<file path="config.mk">
export PLATFORM = sky130hd
export DESIGN_NAME = phanxu8_rr
export DESIGN_NICKNAME = d
export VERILOG_FILES = /design/src/rtl/phanxu8_rr_pkg.sv /design/src/rtl/phanxu8_rr_uutien8_3.sv /design/src/rtl/phanxu8_rr.sv
export SDC_FILE = /design/constraint.sdc
export NUM_CORES = 1
export LEC_CHECK = 0
export BUFFER_PORTS_ARGS = -buffer_cell sky130_fd_sc_hd__clkbuf_2
export CAP_MARGIN = 20
export CELL_PAD_IN_SITES_DETAIL_PLACEMENT = 0
export CELL_PAD_IN_SITES_GLOBAL_PLACEMENT = 1
export CORE_ASPECT_RATIO = 2
export CORE_MARGIN = 2
export CORE_UTILIZATION = 44
export CTS_BUF_LIST = sky130_fd_sc_hd__clkbuf_16
export DETAILED_ROUTE_END_ITERATION = 7
export PLACE_DENSITY_LB_ADDON = 0.1
export SETUP_SLACK_MARGIN = 0.05
export SLEW_MARGIN = 30
export SYNTH_ARGS = -nofsm -noshare
export SYNTH_HDL_FRONTEND = slang
export SYNTH_SLANG_ARGS = --single-unit
</file>
<file path="constraint.sdc">
create_clock -name clk -period 3.6 [get_ports clk]
set_input_delay 0.18 -clock clk [delete_from_list [all_inputs] [get_ports clk]]
set_output_delay 0.18 -clock clk [all_outputs]
set_load 0.005 [all_outputs]
</file>
<file path="src/rtl/phanxu8_rr_pkg.sv">
// Shared constants, state encoding and rotate helper for the phanxu8 round-robin arbiter.
package phanxu8_rr_pkg;
  localparam int N     = 8;
  localparam int IDX_W = 3;

  typedef enum logic {
    ST_IDLE = 1'b0,
    ST_BUSY = 1'b1
  } state_e;

  // Rotate right so that bit `s` of v lands at bit 0.
  function automatic logic [N-1:0] rotr(input logic [N-1:0] v, input logic [IDX_W-1:0] s);
    logic [2*N-1:0] d;
    d = {v, v} >> s;
    return d[N-1:0];
  endfunction
endpackage

</file>
<file path="src/rtl/phanxu8_rr_uutien8_3.sv">
// Combinational 8->3 priority encoder: lowest set bit index plus a found flag.
module uutien8_3
  import phanxu8_rr_pkg::*;
(
  input  logic [N-1:0]     vec_i,
  output logic [IDX_W-1:0] idx_o,
  output logic             found_o
);
  always_comb begin
    idx_o   = '0;
    found_o = 1'b0;
    for (int i = N-1; i >= 0; i--) begin
      if (vec_i[i]) begin
        idx_o   = IDX_W'(i);
        found_o = 1'b1;
      end
    end
  end
endmodule

</file>
<file path="src/rtl/phanxu8_rr.sv">
// Eight-way round-robin arbiter with registered one-hot/index grant and a hold limit.
module phanxu8_rr
  import phanxu8_rr_pkg::*;
#(
  parameter int HOLD_MAX = 16
) (
  input  logic             clk,
  input  logic             rst_n,
  input  logic [N-1:0]     req_i,
  output logic [N-1:0]     gnt_o,
  output logic [IDX_W-1:0] gnt_idx_o,
  output logic             gnt_valid_o,
  output logic             preempt_o
);
  localparam int CNT_W = (HOLD_MAX < 1) ? 1 : $clog2(HOLD_MAX + 1);
  localparam logic [CNT_W-1:0] CNT_SAT  = CNT_W'(HOLD_MAX);
  localparam logic [CNT_W-1:0] CNT_LAST = CNT_W'((HOLD_MAX > 0) ? HOLD_MAX - 1 : 0);

  state_e           state_q, state_d;
  logic [IDX_W-1:0] ptr_q, ptr_d;
  logic [CNT_W-1:0] cnt_q, cnt_d;
  logic [N-1:0]     gnt_q, gnt_d;
  logic [IDX_W-1:0] idx_q, idx_d;
  logic             pre_q, pre_d;

  logic [IDX_W-1:0] base;
  logic [N-1:0]     cand;
  logic [IDX_W-1:0] enc_idx, sel_idx;
  logic             found;
  logic             owner_req, hold_hit;

  // One encoder serves both cases: from ptr when idle, from just past the
  // owner (owner masked out) when busy.
  always_comb begin
    base = (state_q == ST_BUSY) ? idx_q + 1'b1 : ptr_q;
    cand = (state_q == ST_BUSY) ? (req_i & ~gnt_q) : req_i;
  end

  uutien8_3 u_enc (
    .vec_i   (rotr(cand, base)),
    .idx_o   (enc_idx),
    .found_o (found)
  );

  assign sel_idx   = enc_idx + base;
  assign owner_req = req_i[idx_q];
  assign hold_hit  = (HOLD_MAX != 0) && (cnt_q == CNT_LAST);

  always_comb begin
    state_d = state_q;
    ptr_d   = ptr_q;
    cnt_d   = cnt_q;
    gnt_d   = gnt_q;
    idx_d   = idx_q;
    pre_d   = 1'b0;
    case (state_q)
      ST_IDLE: begin
        if (found) begin
          state_d = ST_BUSY;
          gnt_d   = N'(1) << sel_idx;
          idx_d   = sel_idx;
          cnt_d   = '0;
        end
      end
      ST_BUSY: begin
        if (!owner_req || hold_hit) begin
          // Release wins over a simultaneous hold-limit expiry.
          ptr_d = idx_q + 1'b1;
          pre_d = owner_req;
          cnt_d = '0;
          if (found) begin
            gnt_d = N'(1) << sel_idx;
            idx_d = sel_idx;
          end else if (!owner_req) begin
            state_d = ST_IDLE;
            gnt_d   = '0;
            idx_d   = '0;
          end
        end else if (cnt_q != CNT_SAT) begin
          cnt_d = cnt_q + 1'b1;
        end
      end
      default: state_d = ST_IDLE;
    endcase
  end

  always_ff @(posedge clk or negedge rst_n) begin
    if (!rst_n) begin
      state_q <= ST_IDLE;
      ptr_q   <= '0;
      cnt_q   <= '0;
      gnt_q   <= '0;
      idx_q   <= '0;
      pre_q   <= 1'b0;
    end else begin
      state_q <= state_d;
      ptr_q   <= ptr_d;
      cnt_q   <= cnt_d;
      gnt_q   <= gnt_d;
      idx_q   <= idx_d;
      pre_q   <= pre_d;
    end
  end

  assign gnt_o       = gnt_q;
  assign gnt_idx_o   = idx_q;
  assign gnt_valid_o = (state_q == ST_BUSY);
  assign preempt_o   = pre_q;
endmodule
</file>
# Word-level counts from Yosys, hierarchy flattened
# Index checks and enable logic that the tools add are counted.
[classes]
n_addsub = 3
bitwise = 3
n_reduce_logical = 5
magnitude_cmp = 1
shifts = 2
mux = 41
eq_ne = 6
[ops]
columns = ["cell", "n"]
rows = [
  ["two-way mux 8 bit", 5],
  ["two-way mux 3 bit", 13],
  ["case mux 8 bit (2 select lines)", 1],
  [">> shifter 16 x 3 -> 8 bit", 1],
  ["two-way mux 1 bit", 15],
  ["two-way mux 5 bit", 3],
  ["case mux 5 bit (2 select lines)", 1],
  ["AND 8 bit", 1],
  ["inverter 8 bit", 1],
  ["left shift 1 x 3 -> 8 bit (first input constant)", 1],
  ["case mux 3 bit (2 select lines)", 1],
  ["adder 5 x 1 -> 5 bit (second input constant)", 1],
  ["== test 5 x 4 -> 1 bit (second input constant)", 1],
  ["!= test 5 bit (second input constant)", 1],
  ["< comparator 3 x 4 -> 1 bit (second input constant)", 1],
  ["AND reduction 2 bit", 2],
  ["adder 3 x 1 -> 3 bit (second input constant)", 1],
  ["adder 3 bit", 1],
  ["binary-select mux 1 bit (select 3 bit)", 1],
  ["!= test 3 x 1 -> 1 bit (second input constant)", 1],
  ["!= test 3 bit (second input constant)", 1],
  ["AND reduction 3 bit", 1],
  ["!= test 2 x 1 -> 1 bit (second input constant)", 1],
  ["!= test 2 bit (second input constant)", 1],
  ["4 further kinds", 4],
]
[word_totals]
regBits = 21
out_inout_bits = 13
wordCells = 67
in_bits = 10

# Longest topological paths before layout
# Gate-level depths: netlist of the first run.
[depth]
ltp_word = 17
depth_mapped = 14
depth_no_buf = 11

# By module
# Synthesis of the first run repeated with hierarchy kept, for this count alone.
[unflattened]
cells_unflattened = 171
hier_area_um2 = 1609.0
[modules_own_cells]
columns = ["mod", "area_per_inst_um2", "cells_per_inst", "instances", "seq_area_each_um2"]
rows = [
  ["phanxu8_rr", 1529.0, 158, 1, 525.5],
  ["uutien8_3", 80.1, 13, 1, 0.0],
]

# Worst setup path after synthesis of the first run
# Ideal clock, no wire load.
[synth_timing]
path_kind = "register to register"
startpoint = "register idx_q[0] (netlist: gnt_idx_o[0])"
endpoint = "register gnt_q[3] (netlist: gnt_o[3])"
synth_period_minus_slack_ns = 3.148
setup_ns = 0.068
required_time_ns = 3.532
path_buffers = 0
slack_ns = 0.452
path_stages_with_launch = 12
arrival_time_ns = 3.081
cell_sequence = "dfrtp_1 > ha_1 > mux2_4 > inv_2 > a211oi_2 > o31a_2 > o211ai_2 > a221oi_4 > or2_2 > fa_1 > nor3_2 > a32o_1"
[synth_via]
elab_chain_cells = 16
elab_cells_between_ends = 33
cone_classes = "2 x add/sub; 3 x eq/ne; 2 x shift; 23 x mux; 3 x reduce/logical"
[synth_rtl]
columns = ["element", "line_no", "source"]
rows = [
  ["start, declared", "phanxu8_rr.sv:23", "logic [IDX_W-1:0] idx_q, idx_d;"],
  ["start signal, assigned", "phanxu8_rr.sv:100", "idx_q <= idx_d;"],
  ["adder 3 x 1 -> 3 bit", "phanxu8_rr.sv:35", "base = (state_q == ST_BUSY) ? idx_q + 1'b1 : ptr_q;"],
  ["two-way mux 3 bit", "phanxu8_rr.sv:35", ""],
  [">> shifter 16 x 3 -> 8 bit", "phanxu8_rr_pkg.sv:14", "d = {v, v} >> s;"],
  ["two-way mux 3 bit (8 in series)", "phanxu8_rr_uutien8_3.sv:13", "if (vec_i[i]) begin"],
  ["adder 3 bit", "phanxu8_rr.sv:45", "assign sel_idx = enc_idx + base;"],
  ["left shift 1 x 3 -> 8 bit", "phanxu8_rr.sv:60, phanxu8_rr.sv:72", ""],
  ["two-way mux 8 bit", "phanxu8_rr.sv:71", "if (found) begin"],
  ["two-way mux 8 bit", "phanxu8_rr.sv:66", "if (!owner_req || hold_hit) begin"],
  ["case mux 8 bit (2 select lines)", "phanxu8_rr.sv:56", "case (state_q)"],
  ["end signal, assigned", "phanxu8_rr.sv:99", "gnt_q <= gnt_d;"],
  ["end, declared", "phanxu8_rr.sv:22", "logic [N-1:0] gnt_q, gnt_d;"],
]
# Parallel ways exist; a longest one is shown, timed or not. The select of a mux whose other input is x is not followed.
# A chain may end at the register's enable or synchronous reset.

# Final worst setup path of the first run
[layout_timing]
startpoint = "register idx_q[0] (netlist: gnt_idx_o[0])"
endpoint = "register gnt_q[0] (netlist: gnt_o[0])"
# The elaborated chain is that of the path after synthesis.

==> results of run 1 <==
==> worst reg2reg max path: stages (launching register included) <==
cell,delay [ps]
dfrtp_1,440
ha_1,280
xor2_1,180
buf_4,170
o32ai_2,270
o21ai_0,170
o2111ai_1,160
o211ai_2,140
a221oi_4,330
or2_2,190
fa_1,470
and3_4,200
a32o_1,250
==> per-layer routing <==
layer	global-route usage	vias to the layer above	wire [µm]
met4	0.1964	0	562
met2	0.4897	68	3981
li1	-	997	-
met1	0.3080	1049	2570
met3	0.02155	35	158
met5	0	-	0
==> timing repair <==
| item | 4_1_cts | 5_1_grt |
|---|---|---|
| gates resized for setup | 1 | 9 |
| hold buffers | 1 | 0 |
| setup endpoints to repair | 2 | 10 |
| pin swaps | 0 | 2 |
| endpoints found under the hold margin | 21 | 0 |
==> sequential cells by signal, summed over array words and instances, names as in the netlist <==
| signal | cells |
|---|---|
| cnt_q | 5 |
| gnt_idx_o | 3 |
| gnt_o | 8 |
| gnt_valid_o | 1 |
| preempt_o | 1 |
| ptr_q | 3 |
==> kinds of logic (layout without fill, tap and decap cells) <==
group                      after synthesis  after routing  synth area share
buffers and inverters                   21             55           0.06201
DFF                                     21             21            0.2368
and+or+nand+nor                         69             69            0.1827
muxes                                   11             11           0.06989
xor gates and xnor gates                 6              6           0.02368
adders and majority gates                5              5           0.03157
AOI/OAI and AO/OA                      102            102            0.3935
==> Yosys cell counts, drive strengths merged (3+ instances only) <==
| library cell | instances | area (µm²) |
|---|---|---|
| mux2i | 5 | 50.05 |
| mux2 | 3 | 37.53 |
| dfrtp | 21 | 525.5 |
| mux4 | 3 | 67.56 |
| a32o | 8 | 80.08 |
| o2111ai | 3 | 26.28 |
| nor3 | 5 | 46.30 |
| a22o | 5 | 43.79 |
| nand2 | 15 | 58.81 |
| nor2 | 17 | 71.32 |
| a31oi | 4 | 31.28 |
| and2 | 4 | 25.03 |
| and3 | 3 | 23.77 |
| nand3 | 8 | 40.04 |
| o21ai | 17 | 92.59 |
| o211a | 3 | 30.03 |
| o211ai | 9 | 77.57 |
| a21oi | 10 | 61.31 |
| a21o | 3 | 22.52 |
| or2 | 3 | 23.78 |
| ha | 4 | 50.05 |
| a221oi | 4 | 58.81 |
| inv | 9 | 33.79 |
| buf | 12 | 103.8 |
| a211oi | 9 | 82.58 |
| a21boi | 6 | 60.06 |
| xnor2 | 4 | 35.03 |
==> area by class of cell <==
cell class | instances | area, µm²
well taps | 57 | 71.32
multi-input cells | 193 | 1615
clock inverters | 1 | 3.754
inverters | 9 | 33.78
clock buffers | 3 | 75.07
repair buffers | 42 | 275.3
fillers | 483 | 2265
flip-flops and latches | 21 | 525.5
==> worst min-delay path by stage <==
stage          slack (ps)  endpoint
6_report              440  gnt_o[1]
3_3_place_gp          180  gnt_o[0]
2_1_floorplan        -120  cnt_q[0]
4_1_cts               450  cnt_q[3]
5_1_grt               510  cnt_q[3]
3_5_place_dp          190  gnt_o[2]
==> per-stage QoR <==
step | utilization | hold WS (ps)
global route | 0.5345 | 507.1
finish | 0.5345 | 440.0
global placement | 0.5041 | 178.4
CTS | 0.5239 | 450.2
floorplan | - | -115.6
detailed placement | 0.5041 | 187.9
==> results.sh, run 1 <==
export IMPL_place_detailed_hpwl_mm=5.938
export IMPL_io_pins=23
export IMPL_drc=0
export IMPL_syn_area_mm2=0.002220
export IMPL_antenna_violating_nets_post_route=0
export IMPL_finalWirelength_mm=7.272
export IMPL_antennaDiodeCount=0
export IMPL_timing_worst_slew_pin_value_ps=591.2
export IMPL_pre_cts_ws_ps=120.2
export IMPL_crit_path_max_fanout=6
export IMPL_yosys_warnings=0
export IMPL_grt_total_usage=0.2862
export IMPL_detail_route_wl_per_cell_um=22.31
export IMPL_drt_iter0_markers=59
export IMPL_cts_htree_levels=1
export IMPL_worst_path_largest_cell_delay_ps=470
export IMPL_most_common_layout_cells="clkbuf_2 (22), dfrtp_1 (21), buf_4 (18), nor2_1 (16), nand2_1 (14)"
export IMPL_global_route_overflow_total=0
export IMPL_finalClockSkew_ps=4.432
export IMPL_drt_pass1_iterations=4
export IMPL_min_period_ps=3347
export IMPL_place_detailed_instances=321
export IMPL_initial_core_util=0.4563
export IMPL_design_core_area_mm2=0.004865
export IMPL_synth_register_bits=21
export IMPL_worst_path_buf_inv=1
export IMPL_setup_violations=0
export IMPL_synth_edf_count=0
export IMPL_finalNetCount=285
export IMPL_holdCritPathClass="in -> async"
export IMPL_clockBufferDepth=2
export IMPL_cts_inserted_buffers=3
export IMPL_r2r_start="gnt_idx_o[0]"
export IMPL_cp_start_kind="flip-flop"
export IMPL_vias=2149
export IMPL_vias_per_cell=6.592
export IMPL_first_global_vias=2247
export IMPL_post_synth_cell_area_avg_um2=9.445
export IMPL_clock_tree_root_cell="clkbuf_16"
export IMPL_drv_cap=0
export IMPL_worstReg2RegEnd="gnt_o[0]"
export IMPL_postPlaceCellArea_mm2=0.002452
export IMPL_critical_path_top_delay_family="compound AO/OA/AOI/OAI gates"
export IMPL_synth_async_reset_ratio=1.000
export IMPL_areaGrowthSynthToFinish_pct=17.14
export IMPL_timing_endpoint_of_the_critical_path="gnt_o[0]"
export IMPL_slew_headroom=0.6030
export IMPL_die_ar_mm2=0.005663
export IMPL_worst_ep_required_time_ps=3740
export IMPL_timing_critical_path_from="gnt_idx_o[0]"
export IMPL_cp_end_kind="flip-flop"
export IMPL_grt_setup_unrepaired="false"
export IMPL_timing_final_crit_share=0.9297
export IMPL_maxClockFrequency_mhz=298.8
export IMPL_timing_critical_path_depth=12
export IMPL_clk_lat_worst_skew_ps=260
export IMPL_die_h_um=104.4
export IMPL_cts_sink_count=21
export IMPL_final_cell_count_no_fill=326
export IMPL_synth_main_ff_cell="dfrtp_1"
export IMPL_final_max_slew_viol_count=0
export IMPL_placement_rows=36
export IMPL_worst_setup_hold_path_clk_slew_ps=60
export IMPL_grt_first_pass_wirelength_mm=11.84
export IMPL_post_synth_inst_count=235
export IMPL_gpl_final_weighted_congestion=0.9039
export IMPL_synth_seq_area_share=0.2368
export IMPL_worst_path_setup_slack_after_routing_ps=253.2
export IMPL_outcome="completed"
export IMPL_path_class="reg -> reg"
export IMPL_grt_max_degree=29
export IMPL_r2r_slack_ps=250
export IMPL_die_width_um=54.22
export IMPL_totalNegativeSetupSlack_ps=0
export IMPL_stdcell_area_mm2=0.002600
export IMPL_layout_cells_most_common="clkbuf_2"
export IMPL_synth_cell_types=81
export IMPL_total_nets_after_synthesis=250
export IMPL_cts_tree="done"
export IMPL_worstPathCellList="ha_1 > xor2_1 > buf_4 > o32ai_2 > o21ai_0 > o2111ai_1 > o211ai_2 > a221oi_4 > or2_2 > fa_1 > and3_4 > a32o_1"
export IMPL_final_hold_viol_count=0
export IMPL_layout_drive_gt1_share=0.3420
export IMPL_total_of_buffers_placed_on_input_and_output_ports=22
export IMPL_post_cts_setup_buffer_count=0
export IMPL_ff2ff_path_depth=12
export IMPL_antenna_found_initial=0
export IMPL_worst_path_max_delay_cell="fa_1"
export IMPL_worst_ep_arrival_time_ps=3490
Power of run 1 is left out: the tool's default activity adds up to more than one toggle a clock period on the data nets, which glitch-free logic cannot reach.
==> run 2: changes to the inputs <==
--- a/config.mk
+++ b/config.mk
@@ -7,16 +7,14 @@
 export LEC_CHECK = 0
 export BUFFER_PORTS_ARGS = -buffer_cell sky130_fd_sc_hd__clkbuf_2
 export CAP_MARGIN = 20
-export CELL_PAD_IN_SITES_DETAIL_PLACEMENT = 0
-export CELL_PAD_IN_SITES_GLOBAL_PLACEMENT = 1
 export CORE_ASPECT_RATIO = 2
 export CORE_MARGIN = 2
 export CORE_UTILIZATION = 44
 export CTS_BUF_LIST = sky130_fd_sc_hd__clkbuf_16
 export DETAILED_ROUTE_END_ITERATION = 7
-export PLACE_DENSITY_LB_ADDON = 0.1
 export SETUP_SLACK_MARGIN = 0.05
 export SLEW_MARGIN = 30
 export SYNTH_ARGS = -nofsm -noshare
 export SYNTH_HDL_FRONTEND = slang
+export SYNTH_HIERARCHICAL = 1
 export SYNTH_SLANG_ARGS = --single-unit
==> run 2 against run 1 <==
Compared with the run above: design area shrank 15%; first-iteration DRC count shrank 37%; register-to-register slack lost 200 ps; sequential share of layout area grew 3.5 points; core utilization grew 8.7 points; synthesized cell count shrank 27%; largest cell class unchanged; fmax shrank 5.5%.
==> results.sh, run 2 <==
export IMPL_clockBufferDepth=2
export IMPL_r2r_start="gnt_idx_o[0]"
export IMPL_final_max_slew_viol_count=0
export IMPL_worstPathCellList="ha_2 > xnor2_2 > nor2_1 > a21oi_2 > buf_6 > mux2_4 > mux2i_4 > a21oi_2 > o41ai_2 > ha_2 > inv_2 > fa_2 > xor2_4 > xor2_2 > o31ai_1"
export IMPL_worst_path_max_delay_cell="dfrtp_1"
export IMPL_placement_rows=31
export IMPL_antenna_violating_nets_post_route=0
export IMPL_design_core_area_mm2=0.003568
export IMPL_totalNegativeSetupSlack_ps=0
export IMPL_largest_reg_flops=8
export IMPL_holdCritPathClass="in -> async"
export IMPL_yosys_warnings=6
export IMPL_outcome="completed"
export IMPL_global_route_overflow_total=0
export IMPL_drt_pass1_iterations=4
export IMPL_maxClockFrequency_mhz=282.2
export IMPL_worstReg2RegEnd="gnt_o[3]"
export IMPL_total_of_buffers_placed_on_input_and_output_ports=22
export IMPL_yosysTopAreaCellShare=0.3266
export IMPL_grt_first_pass_wirelength_mm=6.865
export IMPL_clock_tree_root_cell="clkbuf_16"
export IMPL_min_period_ps=3543
export IMPL_synth_main_ff_cell="dfrtp_1"
export IMPL_path_class="reg -> reg"
export IMPL_die_ar_mm2=0.004186
export IMPL_finalWirelength_mm=4.703
export IMPL_worst_ep_required_time_ps=3750
export IMPL_final_hold_worst_slack_ps=429.1
export IMPL_worst_ep_arrival_time_ps=3700
export IMPL_place_detailed_instances=251
export IMPL_grt_max_degree=22
export IMPL_detail_route_wl_per_cell_um=17.88
export IMPL_finalNetCount=231
export IMPL_netlist_top_cell_by_area="dfrtp_1"
export IMPL_place_detailed_hpwl_mm=3.564
export IMPL_final_cell_count_no_fill=263
export IMPL_areaGrowthSynthToFinish_pct=37.71
export IMPL_antennaDiodeCount=0
export IMPL_drv_cap=0
export IMPL_cts_htree_levels=1
export IMPL_vias_per_cell=5.688
export IMPL_post_synth_cell_area_avg_um2=9.410
export IMPL_antenna_found_initial=0
export IMPL_total_nets_after_synthesis=187
export IMPL_cts_tree="done"
export IMPL_gpl_final_weighted_congestion=0.8623
export IMPL_timing_final_crit_share=0.9843
export IMPL_first_global_vias=1475
export IMPL_cts_sink_count=21
export IMPL_layout_drive_gt1_share=0.4252
export IMPL_drt_iter0_markers=37
export IMPL_timing_worst_slew_pin_value_ps=531.1
export IMPL_clk_lat_worst_skew_ps=260
export IMPL_worst_setup_hold_path_clk_slew_ps=60
export IMPL_yosys_top_cells_count="dfrtp_1 (21), mux2i_1 (21), nand2_1 (20), nor2_1 (13), inv_1 (11)"
export IMPL_finalClockSkew_ps=3.921
export IMPL_setup_violations=0
export IMPL_layout_cells_most_common="clkbuf_2"
export IMPL_final_hold_viol_count=0
export IMPL_ff2ff_path_depth=15
export IMPL_worst_path_largest_cell_delay_ps=400
export IMPL_grt_total_usage=0.2372
export IMPL_synth_async_reset_ratio=1.000
export IMPL_drc=0
export IMPL_most_common_layout_cells="clkbuf_2 (22), dfrtp_1 (21), nand2_1 (20), buf_4 (18), mux2i_1 (17)"
export IMPL_vias=1496
export IMPL_synth_cell_types=41
export IMPL_synth_seq_area_share=0.3266
export IMPL_r2r_slack_ps=60
export IMPL_synth_register_bits=21
export IMPL_cp_start_kind="flip-flop"
export IMPL_io_pins=23
export IMPL_synth_edf_count=0
export IMPL_grt_setup_unrepaired="true"
export IMPL_cts_inserted_buffers=3
export IMPL_cp_end_kind="flip-flop"
export IMPL_syn_area_mm2=0.001609
export IMPL_initial_core_util=0.4509
export IMPL_die_width_um=46.76
export IMPL_slew_headroom=0.6459
export IMPL_post_synth_inst_count=171
export IMPL_crit_path_max_fanout=5
export IMPL_synthTopCellsByArea="dfrtp_1 (33%), mux2i_1 (13%), mux2_2 (6.3%)"
export IMPL_die_h_um=89.52
## run 2: changes by cell type after synthesis, moves of 7 or more
| cell | change |
|---|---|
| mux2_2 | +7 |
| or3_1 | +8 |
| o211ai_1 | -7 |
| a21oi_1 | -8 |
| nand3_1 | -7 |
| a32o_1 | -8 |
| mux2i_1 | +16 |
## run 2: how the worst max path moves through the flow
stage                      start            to  slack [ps]  depth (start not counted)
floorplan           gnt_idx_o[0]      gnt_o[0]          90                         10
global placement    gnt_idx_o[0]  gnt_idx_o[2]         -60                         13
detailed placement  gnt_idx_o[0]      gnt_o[0]        -190                         14
CTS                 gnt_idx_o[0]      gnt_o[0]          40                         14
global route        gnt_idx_o[0]      gnt_o[3]         -90                         15
finish              gnt_idx_o[0]      gnt_o[3]          60                         15
## run 2: metal layers
layer  up-vias  share of wire  wire [µm]  GRT usage
li1        711              -          -          -
met1       732           0.33       1571     0.2251
met2        35           0.60       2818     0.4483
met3        18          0.024        111    0.03030
met4         0          0.043        202     0.1338
met5         -              0          0          0
## run 2: what timing repair did
action	4_1_cts	5_1_grt
hold buffers	1	0
hold endpoints to repair	21	0
endpoints found under the setup margin	10	10
gates resized for setup	17	30
pin swaps	1	11
setup buffers	3	3
cloned	0	1
## run 2: kinds of logic (layout without fill, tap and decap cells)
kind of cell | count (synthesis) | after routing | synth area share
multiplexers | 31 | 31 | 0.2076
adder cells (fa/ha/maj) | 6 | 6 | 0.05132
AND/OR/NAND/NOR | 56 | 56 | 0.1711
AO/OA/AOI/OAI | 34 | 34 | 0.1633
buffers and inverters | 17 | 60 | 0.04743
XOR/XNOR | 6 | 6 | 0.03267
flip-flops | 21 | 21 | 0.3266
## run 2: area by class of cell
class	count	area, µm²
Fill cell	322	1353
Tap cell	49	61.31
Clock buffer	3	75.07
Inverter	11	41.29
Timing Repair Buffer	45	294.0
Multi-Input combinational cell	133	1215
Sequential cell	21	525.5
Clock inverter	1	3.754
## run 2: stage by stage
step	cell area [µm²]	util	worst slack, ps
after detailed placement	1858	0.5207	-191.0
after floorplan	1609	-	92.84
after CTS	2051	0.5747	39.73
final	2216	0.6210	56.69
after global placement	1858	0.5207	-59.37
after global routing	2216	0.6210	-94.26
## run 2: worst max-delay path, delay by kind of cell, from the launching register on
kind / cells / cell delay [ps]
AO/OA/AOI/OAI: 4 / 840
AND/OR/NAND/NOR: 1 / 70
adder cells (fa/ha/maj): 3 / 820
buffers and inverters: 2 / 200
flip-flops: 1 / 400
multiplexers: 2 / 520
XOR/XNOR: 3 / 600
Power of run 2 is left out for the same reason.
